File: src/rtl/button_pkg.sv
// Shared types and default timing constants for the push-button debouncer.
// Defaults assume a 27 MHz system clock.
package button_pkg;

  typedef enum logic [1:0] {
    RELEASED,
    PRESSED,
    LONG_HELD
  } btn_state_t;

  // 10 ms debounce window and 1 s long-press threshold at 27 MHz
  localparam int DEBOUNCE_CYCLES_27M   = 270000;
  localparam int LONG_PRESS_CYCLES_27M = 27000000;

endpackage

File: src/rtl/button_debouncer_if.sv
// Button pin bundle: raw active-low pins in, clean levels and event pulses out.
interface button_debouncer_if #(
  parameter int NUM_BTN = 2
);

  logic [NUM_BTN-1:0] btn_n;
  logic [NUM_BTN-1:0] btn_level;
  logic [NUM_BTN-1:0] btn_press;
  logic [NUM_BTN-1:0] btn_release;
  logic [NUM_BTN-1:0] btn_long;

  modport master (
    output btn_n,
    input  btn_level, btn_press, btn_release, btn_long
  );

  modport slave (
    input  btn_n,
    output btn_level, btn_press, btn_release, btn_long
  );

endinterface

File: src/rtl/debounce_channel.sv
// One button: two-flop synchronizer, stability counter, hold counter and a
// three-state FSM producing a clean level plus press/release/long pulses.
module debounce_channel
  import button_pkg::*;
#(
  parameter int DEBOUNCE_CYCLES   = DEBOUNCE_CYCLES_27M,
  parameter int LONG_PRESS_CYCLES = LONG_PRESS_CYCLES_27M
) (
  input  logic clk,
  input  logic reset,
  input  logic btn_n,
  output logic btn_level,
  output logic btn_press,
  output logic btn_release,
  output logic btn_long
);

  localparam int DW = $clog2(DEBOUNCE_CYCLES + 1);
  localparam int HW = $clog2(LONG_PRESS_CYCLES + 1);
  localparam logic [DW-1:0] DEB_LAST  = DW'(DEBOUNCE_CYCLES - 1);
  localparam logic [HW-1:0] HOLD_LAST = HW'(LONG_PRESS_CYCLES - 1);

  logic          sync1, sync2;
  btn_state_t    state, state_d;
  logic [DW-1:0] deb_cnt, deb_cnt_d;
  logic [HW-1:0] hold_cnt, hold_cnt_d;
  logic          press_d, release_d, long_d;
  logic          s, level, differ, deb_fire;

  // Synchronizer resets to "released" so a held button reads as a fresh press.
  // NOTE: sequential state uses non-blocking assignments so every flop samples pre-edge values.
  always_ff @(posedge clk or posedge reset) begin
    if (reset) begin
      sync1 <= 1'b1;
      sync2 <= 1'b1;
    end else begin
      sync1 <= btn_n;
      sync2 <= sync1;
    end
  end

  assign s        = ~sync2;
  assign level    = (state != RELEASED);
  assign differ   = (s != level);
  assign deb_fire = differ && (deb_cnt == DEB_LAST);

  // NOTE: every combinational output gets a default first so no latch is inferred.
  always_comb begin
    state_d    = state;
    deb_cnt_d  = differ ? deb_cnt + DW'(1) : '0;
    hold_cnt_d = hold_cnt;
    press_d    = 1'b0;
    release_d  = 1'b0;
    long_d     = 1'b0;
    unique case (state)
      RELEASED: begin
        if (deb_fire) begin
          state_d    = PRESSED;
          press_d    = 1'b1;
          deb_cnt_d  = '0;
          hold_cnt_d = '0;
        end
      end
      PRESSED: begin
        // An accepted release takes priority over a long press in the same cycle
        if (deb_fire) begin
          state_d   = RELEASED;
          release_d = 1'b1;
          deb_cnt_d = '0;
        end else if (hold_cnt == HOLD_LAST) begin
          state_d = LONG_HELD;
          long_d  = 1'b1;
        end else begin
          hold_cnt_d = hold_cnt + HW'(1);
        end
      end
      LONG_HELD: begin
        if (deb_fire) begin
          state_d   = RELEASED;
          release_d = 1'b1;
          deb_cnt_d = '0;
        end
      end
      default: state_d = RELEASED;
    endcase
  end

  always_ff @(posedge clk or posedge reset) begin
    if (reset) begin
      state       <= RELEASED;
      deb_cnt     <= '0;
      hold_cnt    <= '0;
      btn_level   <= 1'b0;
      btn_press   <= 1'b0;
      btn_release <= 1'b0;
      btn_long    <= 1'b0;
    end else begin
      state       <= state_d;
      deb_cnt     <= deb_cnt_d;
      hold_cnt    <= hold_cnt_d;
      btn_level   <= (state_d != RELEASED);
      btn_press   <= press_d;
      btn_release <= release_d;
      btn_long    <= long_d;
    end
  end

endmodule

File: src/rtl/button_debouncer.sv
// Debounces NUM_BTN independent active-low push buttons into clean levels and
// single-cycle press, release and long-press events.
module button_debouncer
  import button_pkg::*;
#(
  parameter int NUM_BTN           = 2,
  parameter int DEBOUNCE_CYCLES   = DEBOUNCE_CYCLES_27M,
  parameter int LONG_PRESS_CYCLES = LONG_PRESS_CYCLES_27M
) (
  input  logic               clk,
  input  logic               reset,
  button_debouncer_if.slave  bus
);

  logic [NUM_BTN-1:0] level_v, press_v, release_v, long_v;

  for (genvar i = 0; i < NUM_BTN; i++) begin : g_chan
    debounce_channel #(
      .DEBOUNCE_CYCLES  (DEBOUNCE_CYCLES),
      .LONG_PRESS_CYCLES(LONG_PRESS_CYCLES)
    ) u_chan (
      .clk        (clk),
      .reset      (reset),
      .btn_n      (bus.btn_n[i]),
      .btn_level  (level_v[i]),
      .btn_press  (press_v[i]),
      .btn_release(release_v[i]),
      .btn_long   (long_v[i])
    );
  end

  assign bus.btn_level   = level_v;
  assign bus.btn_press   = press_v;
  assign bus.btn_release = release_v;
  assign bus.btn_long    = long_v;

endmodule
File: src/flat_wrapper.sv
// flat-port wrapper written by rule: the top's interface ports become plain ports
module button_debouncer_flat import button_pkg::*;
#(
  parameter int NUM_BTN           = 2,
  parameter int DEBOUNCE_CYCLES   = DEBOUNCE_CYCLES_27M,
  parameter int LONG_PRESS_CYCLES = LONG_PRESS_CYCLES_27M
)
  (clk, reset, bus_btn_n, bus_btn_level, bus_btn_press, bus_btn_release, bus_btn_long);
  button_debouncer_if #(.NUM_BTN(NUM_BTN)) bus_i ();
  input  logic clk;
  input  logic reset;
  input wire logic [$bits(bus_i.btn_n)-1:0] bus_btn_n;
  output wire logic [$bits(bus_i.btn_level)-1:0] bus_btn_level;
  output wire logic [$bits(bus_i.btn_press)-1:0] bus_btn_press;
  output wire logic [$bits(bus_i.btn_release)-1:0] bus_btn_release;
  output wire logic [$bits(bus_i.btn_long)-1:0] bus_btn_long;
  assign bus_i.btn_n = bus_btn_n;
  assign bus_btn_level = bus_i.btn_level;
  assign bus_btn_press = bus_i.btn_press;
  assign bus_btn_release = bus_i.btn_release;
  assign bus_btn_long = bus_i.btn_long;
  button_debouncer #(.NUM_BTN(NUM_BTN), .DEBOUNCE_CYCLES(DEBOUNCE_CYCLES), .LONG_PRESS_CYCLES(LONG_PRESS_CYCLES)) u_core (.clk(clk), .reset(reset), .bus(bus_i));
endmodule
File: config.mk
export PLATFORM = sky130hd
export DESIGN_NAME = button_debouncer_flat
export DESIGN_NICKNAME = d
export VERILOG_FILES = /design/src/rtl/button_pkg.sv /design/src/rtl/button_debouncer_if.sv /design/src/rtl/debounce_channel.sv /design/src/rtl/button_debouncer.sv /design/src/flat_wrapper.sv
export SDC_FILE = /design/constraint.sdc
export NUM_CORES = 1
export LEC_CHECK = 0
export CAP_MARGIN = 20
export CELL_PAD_IN_SITES_DETAIL_PLACEMENT = 1
export CELL_PAD_IN_SITES_GLOBAL_PLACEMENT = 1
export CORE_MARGIN = 2
export CORE_UTILIZATION = 54
export CTS_BUF_LIST = sky130_fd_sc_hd__clkbuf_4
export DETAILED_ROUTE_END_ITERATION = 7
export PLACE_DENSITY_LB_ADDON = 0.1
export SYNTH_ARGS = -nofsm -noshare
export SYNTH_HDL_FRONTEND = slang
export SYNTH_SLANG_ARGS = --single-unit
File: constraint.sdc
create_clock -name clk -period 8.6 [get_ports clk]
set_input_delay 1.72 -clock clk [delete_from_list [all_inputs] [get_ports clk]]
set_output_delay 1.72 -clock clk [all_outputs]
set_load 0.01 [all_outputs]
==> summary.md, run 1 <==
| Metric | Value |
|---|---|
| Status | finished, final reports clean |
| Hold buffers post-CTS | 0 |
| Met1 Wirelength | about 5700 um |
| Slew @ Worst Pin | about 0.88 ns |
| Via density | 5.90 |
| Initial Util | between 50 and 60% |
| Met2 routed WL | just over 6000 um |
| HPWL after detailed placement | 8570 um |
| HP Class | flip-flop to flip-flop |
| Postcts setup bufs | 0 |
| Arr. time, crit path | around 3.7 ns |
| Post-synthesis simple-gate area fraction | a little under 30% |
| Pin count of the biggest net entering global routing | 54 |
| Num rows | 37 |
| Leading post-synthesis cells by cell area | dfrtp_1, xor2_1, nor2_1, nand3_1, nand2_1 |
| DRC errors left | 0 |
| Slew Limit Fails | 0 |
| CP max stage cell | a21oi_2 |
| Area of all placed cells without fillers | 0.00593 sq mm |
| Worst clock skew | approximately 0.030 ns |
| Root Buffer | clkbuf_4 |
| GRT Resource Usage Total | between 20% and 30% |
| Final-report setup violation count | 0 |
| Die width | approximately 110 um |
| Sequential-to-total area share from yosys stat | a little under half |
| Commonest cells after routing, fill and taps aside | dfrtp_1, nor2_1, nand2_1 |
| FILL cells | approximately 1.2k |
| Buffers & Inverters on Critical Path | 1 |
| Total negative slack | 0 ns |
| Post-route setup slack | between 5 and 6 ns |
| Mux cell area share after synthesis | between 1.5 and 2% |
| YS warnings | 0 |
| Number of synthesized flops with an enable pin | 0 |
| Main combinational cell family by area after synthesis | simple AND/OR/NAND/NOR gates |
| H-tree levels | 3 |
| Worst-skew pair later-pin latency | approximately 0.50 ns |
| Most common cell after layout, fill and taps aside | dfrtp_1 |
| Die H | around 110 um |
| Via Count | roughly 4.3k |
| Asr flop ratio synth | between 90% and 100% |
| Worst slack at placement | roughly 5.2 ns |
| Cell accounting for the most synthesized area | dfrtp_1 |
| CP Cell Sequence | inv_1 > ha_1 > xor2_1 > and2_1 > a21oi_2 > nand2_1 > or4_1 > a21oi_1 |
| RSZ-0062 raised after global routing | no |
| Synth top area share | 44.4% |
| Clock slew seen by the registers of the worst setup and hold paths | 0.16 ns |
| CTS buffer count | 9 |
| Gate Count Post-Synth | between 500 and 600 |
| Flops & latches, synth | ~100 |
| Top FF cell, synth | dfrtp_1 |
| Vias in the first global route | between 4k and 5k |
| Pwr/cell area | around 130 mW/mm^2 |
| Max_slew headroom | 41.5% |
| Maximum vdd drop | just over 0.09 mV |
| CP delay by family, top | simple AND/OR/NAND/NOR gates |
| WP data required | about 9 ns |
| WS Path Type | flip-flop to flip-flop |
| Nets@finish | approximately 600 |
| # IOs | 12 |
| Number of buffers inserted by port buffering | 11 |
| Total Wirelength | approximately 12,000 um |
| Post-cts gate resize count | 0 |
| Fmax achieved | approximately 300 MHz |
| Setup crit start kind | flip-flop |
| Total of max-cap violations | 0 |
| Compound-Gate Fraction of Synth Area | approximately 7.1% |
| Initial antenna violation count | 1 |
| Aggregate global routing overflow | 0 |
| First-pass GRT wire length | about 22,000 um |
| Placed inst area | 0.00579 sq mm |
| Synthesized area | approximately 0.0056 sq mm |
| Initial drt markers | between 100 and 150 |
| Area grow syn2layout | 5.24% |
| DIE AREA | ~0.011 sq mm |
| Netlist cell types | between 60 and 70 |
| Layout cells sized above 1 | 6.69% |
| CP Max Fanout | 17 |
| Crit path time final | between 3 and 4 ns |
| XOR/XNOR share of the synthesized area | under 10% |
| Syn nets | between 600 and 700 |
| Fin. Hold Viols | 0 |
| Final GP Congestion | 0.788 |
| Adder-cell area share of the yosys netlist | between 2 and 3% |
| Initial DRT Pass Iterations | 4 |
| CTS max path bufs | 2 |
| Period utilization | 38.4% |
| P_leak | approximately 0.0025 uW |
| Crit-path max cell delay | ~0.64 ns |
| Total core area | 0.0102 sq mm |
| Highest routed layer | met4 |
| Wire length per cell | 16.9 um |
| Metal3 WL | between 300 and 400 um |
| Antenna viol nets, final | 0 |
| Mean post-synth cell area | 9.51 sq um |
| CP Capture Type | flip-flop |
| CTS tree | yes |
| Clock sink count | ~100 |
[per-stage QoR]
stage	hold slack [ns]	util (%)	std cells	power, uW
4_1_cts	0.372	58.0	734	798
2_1_floorplan	0.345	-	593	518
6_report	0.370	58.0	735	783
3_3_place_gp	0.346	56.6	718	524
3_5_place_dp	0.351	56.6	718	525
5_1_grt	0.374	58.0	735	814
[routing by layer]
| layer | vias up | track usage (%) |
|---|---|---|
| met3 | 9 | 5.64 |
| li1 | 2073 | - |
| met1 | 2214 | 31.4 |
| met4 | 0 | 6.77 |
| met5 | - | 0 |
| met2 | 41 | 39.8 |
[kinds of logic after synthesis]
logic type / after synthesis
flip-flops: 104
AND/OR/NAND/NOR: 301
adder cells (fa/ha/maj): 12
buffers and inverters: 48
multiplexers: 11
XOR/XNOR: 56
AO/OA/AOI/OAI: 61
[area by class of cell]
class / count / area [sq um] / share of cell area, %
flip-flops and latches: 104 / 2610 / 43.9
diodes: 1 / 2.50 / 0.0422
multi-input cells: 441 / 2790 / 47.1
inverters: 24 / 92.6 / 1.56
well taps: 136 / 170 / 2.87
repair buffers: 13 / 125 / 2.11
clock buffers: 9 / 67.6 / 1.14
clock inverters: 7 / 76.3 / 1.29
[registers in the layout (all words and copies together) (netlist names)]
name	count
u_core.g_chan.u_chan.hold_cnt	50
u_core.g_chan.u_chan.deb_cnt	38
u_core.g_chan.u_chan.state	4
u_core.g_chan.u_chan.btn_level	2
u_core.g_chan.u_chan.btn_long	2
u_core.g_chan.u_chan.btn_press	2
u_core.g_chan.u_chan.btn_release	2
u_core.g_chan.u_chan.sync1	2
u_core.g_chan.u_chan.sync2	2
[synth_stat cells, types with 4 or more instances]
library cell  count
nand2_1          45
o21ai_0           8
buf_4             9
or3_1            10
o21ai_1          10
nor2_1           81
inv_1            24
nand4_1          26
and2_1           10
and4_1           10
mux2i_1          10
nand3_1          39
nor4b_1           4
xnor2_1          19
nor3_1           18
ha_1             12
dfrtp_1         100
nand4b_1          5
o31ai_1           5
or4_1             4
nor4_1            5
dfstp_2           4
clkbuf_1          5
a21oi_1          18
buf_2             8
xor2_1           36
and3_1           22
[power breakdown]
part / switching [uW] / leakage (uW) / internal [uW]
Clock: 176 / 0.0000786 / 91.8
Combinational: 14.9 / 0.00101 / 4.18
Sequential: 2.85 / 0.00143 / 493
[path summary, 6_finish.rpt]
path                                                                    end  slack (ns)  cells after the start                                        from
max                        u_core.g_chan[0].u_chan.hold_cnt[12]$_DFFE_PP0P_        5.30                      8  u_core.g_chan[0].u_chan.state[1]$_DFF_PP0_
min                                 u_core.g_chan[1].u_chan.sync2$_DFF_PP1_        0.37                      0     u_core.g_chan[1].u_chan.sync1$_DFF_PP1_
max reg2reg                u_core.g_chan[0].u_chan.hold_cnt[12]$_DFFE_PP0P_        5.30                      8  u_core.g_chan[0].u_chan.state[1]$_DFF_PP0_
min reg2reg                         u_core.g_chan[1].u_chan.sync2$_DFF_PP1_        0.37                      0     u_core.g_chan[1].u_chan.sync1$_DFF_PP1_
max in group asynchronous  u_core.g_chan[1].u_chan.hold_cnt[17]$_DFFE_PP0P_        5.83                      3                                       reset
min in group asynchronous      u_core.g_chan[0].u_chan.deb_cnt[0]$_DFF_PP0_        1.65                      2                                       reset
(Power assumes the default switching activity.)
==> run 2: changes to the inputs <==
Settings changed: CORE_UTILIZATION 54 to 51.
Clock period 8.6 ns to 3.1 ns, I/O delays scaled along.
==> summary.md, run 2 (synthesis gave the netlist of run 1 again) <==
| Metric | Value |
|---|---|
| Status | finished, final reports clean (unchanged) |
| Hold buffers post-CTS | 0 (unchanged) |
| Root Buffer | clkbuf_4 (unchanged) |
| Commonest cells after routing, fill and taps aside | dfrtp_1, nor2_1, nand2_1 (unchanged) |
| Postcts setup bufs | 0 (unchanged) |
| RSZ-0062 raised after global routing | no (unchanged) |
| Slew Limit Fails | 0 (unchanged) |
| CP Max Fanout | 19 (was 17) |
| Pwr/cell area | 354 mW/mm^2 (was 132 mW/mm^2) |
| Post-cts gate resize count | 0 (unchanged) |
| Wire length per cell | 17.0 um (was 16.9 um) |
| CTS tree | yes (unchanged) |
| Footprint of the multi-input gates | 0.00279 sq mm (unchanged) |
| Slew @ Worst Pin | 0.679 ns (was 0.877 ns) |
| H-tree levels | 3 (unchanged) |
| Initial antenna violation count | 1 (unchanged) |
| Total Wirelength | 12,700 um (was 12,400 um) |
| Total negative slack | 0 ns (unchanged) |
| DIE AREA | 0.0119 sq mm (was 0.0113 sq mm) |
| Max reg flops | 50 (unchanged) |
| Clock slew seen by the registers of the worst setup and hold paths | 0.17 ns (was 0.16 ns) |
| FILL cells | 1,223 (was 1,186) |
| Pin count of the biggest net entering global routing | 53 (was 54) |
| Initial drt markers | 195 (was 143) |
| Initial DRT Pass Iterations | 4 (unchanged) |
| CTS max path bufs | 2 (unchanged) |
| Via density | 5.84 (was 5.90) |
| Fin. Hold Viols | 0 (unchanged) |
| Period utilization | 86.2% (was 38.4%) |
| Die H | 109 um (was 106 um) |
| First-pass GRT wire length | 22,100 um (was 21,500 um) |
| WS Path Type | flip-flop to flip-flop (unchanged) |
| Arr. time, crit path | 3.12 ns (was 3.71 ns) |
| Number of buffers inserted by port buffering | 11 (unchanged) |
| Aggregate global routing overflow | 0 (unchanged) |
| Antenna viol nets, final | 0 (unchanged) |
| Clock sink count | 104 (unchanged) |
| Register area | 0.00261 sq mm (unchanged) |
| HP Class | flip-flop to flip-flop (unchanged) |
| Worst clock skew | 0.0177 ns (was 0.0297 ns) |
| Most common cell after layout, fill and taps aside | dfrtp_1 (unchanged) |
| Vias in the first global route | 4,522 (was 4,555) |
| Biggest register | u_core.g_chan.u_chan.hold_cnt (unchanged) |
| Via Count | 4,364 (was 4,337) |
| Layout cells sized above 1 | 7.76% (was 6.69%) |
| # IOs | 12 (unchanged) |
| Nets@finish | 617 (was 609) |
| Initial Util | 52.2% (was 55.1%) |
| Final-report setup violation count | 0 (unchanged) |
| Die width | 109 um (was 106 um) |
| DRC errors left | 0 (unchanged) |
| Num rows | 38 (was 37) |
| Area grow syn2layout | 6.01% (was 5.24%) |
| Placed cell count | 730 (was 718) |
| Worst-skew pair later-pin latency | 0.50 ns (about the same) |
| Max_slew headroom | 54.7% (was 41.5%) |
| HPWL after detailed placement | 8950 um (was 8570 um) |
| Hold WS | 0.359 ns (was 0.370 ns) |
| CP Capture Type | flip-flop (unchanged) |
| P_leak | 0.00255 uW (was 0.00252 uW) |
| Crit path time final | 2.67 ns (was 3.30 ns) |
| Final GP Congestion | 0.816 (was 0.788) |
| Total Power | 2110 uW (was 783 uW) |
| GRT Resource Usage Total | 23.7% (was 24.0%) |
| Setup crit start kind | flip-flop (unchanged) |
| Fmax achieved | 374 MHz (was 303 MHz) |
| Total of max-cap violations | 0 (unchanged) |
| Total core area | 0.0108 sq mm (was 0.0102 sq mm) |
| Maximum vdd drop | 0.337 mV (was 0.0918 mV) |
| Non-Filler Instances | 747 (was 735) |
| CTS buffer count | 9 (unchanged) |
| Largest registers | u_core.g_chan.u_chan.hold_cnt x50, u_core.g_chan.u_chan.deb_cnt x38, u_core.g_chan.u_chan.state x4 (unchanged) |
| WP data required | 3.55 ns (was 9.01 ns) |
==> run 2: layer usage <==
layer | vias up | global-route usage (%) | share of wire [%]
met3 | 12 | 5.44 | 2.4
met1 | 2210 | 32.8 | 48
met4 | 0 | 5.49 | 0.98
li1 | 2101 | - | -
met2 | 41 | 38.1 | 49
met5 | - | 0 | 0
==> run 2: path summary, 6_finish.rpt <==
path,startpoint,to,slack [ns],depth (start not counted)
worst max-delay path,u_core.g_chan[1].u_chan.state[1]$_DFF_PP0_,u_core.g_chan[1].u_chan.hold_cnt[12]$_DFFE_PP0P_,0.43,8
worst min-delay path,u_core.g_chan[1].u_chan.sync1$_DFF_PP1_,u_core.g_chan[1].u_chan.sync2$_DFF_PP1_,0.36,0
worst max register to register,u_core.g_chan[1].u_chan.state[1]$_DFF_PP0_,u_core.g_chan[1].u_chan.hold_cnt[12]$_DFFE_PP0P_,0.43,8
worst min register to register,u_core.g_chan[1].u_chan.sync1$_DFF_PP1_,u_core.g_chan[1].u_chan.sync2$_DFF_PP1_,0.36,0
max in group asynchronous,reset,u_core.g_chan[1].u_chan.hold_cnt[22]$_DFFE_PP0P_,1.98,3
min in group asynchronous,reset,u_core.g_chan[0].u_chan.deb_cnt[4]$_DFF_PP0_,0.66,3
==> run 2: where the power goes <==
group / internal [uW] / switching [uW] / total, uW
Clock: 175 / 505 / 680
Combinational: 14.4 / 43.0 / 57.4
Sequential: 1370 / 7.96 / 1380
Total: 1560 / 556 / 2110
==> run 2: final cells by class <==
class / instances / area share, %
tap: 140 / 2.93
sequential: 104 / 43.6
clock inverter: 7 / 0.900
multi-input combinational: 441 / 46.7
clock buffer: 9 / 1.13
inverter: 24 / 1.57
timing repair buffer: 21 / 3.10
antenna: 1 / 0.0419
==> run 2: metrics by stage <==
stage	util, %	setup WS (ns)	area, sq um
floorplan	-	0.742	5640
global placement	54.2	0.612	5850
detailed placement	54.2	0.462	5850
CTS	55.4	0.410	5980
global route	55.4	0.214	5980
finish	55.4	0.427	5980
==> run 2: critical path, stage by stage (launching register included) <==
cell,delay (ns)
dfrtp_1,0.46
inv_1,0.12
ha_1,0.39
xor2_2,0.17
nand4_2,0.15
o21a_1,0.24
and2_1,0.61
and4_1,0.31
mux2i_1,0.18
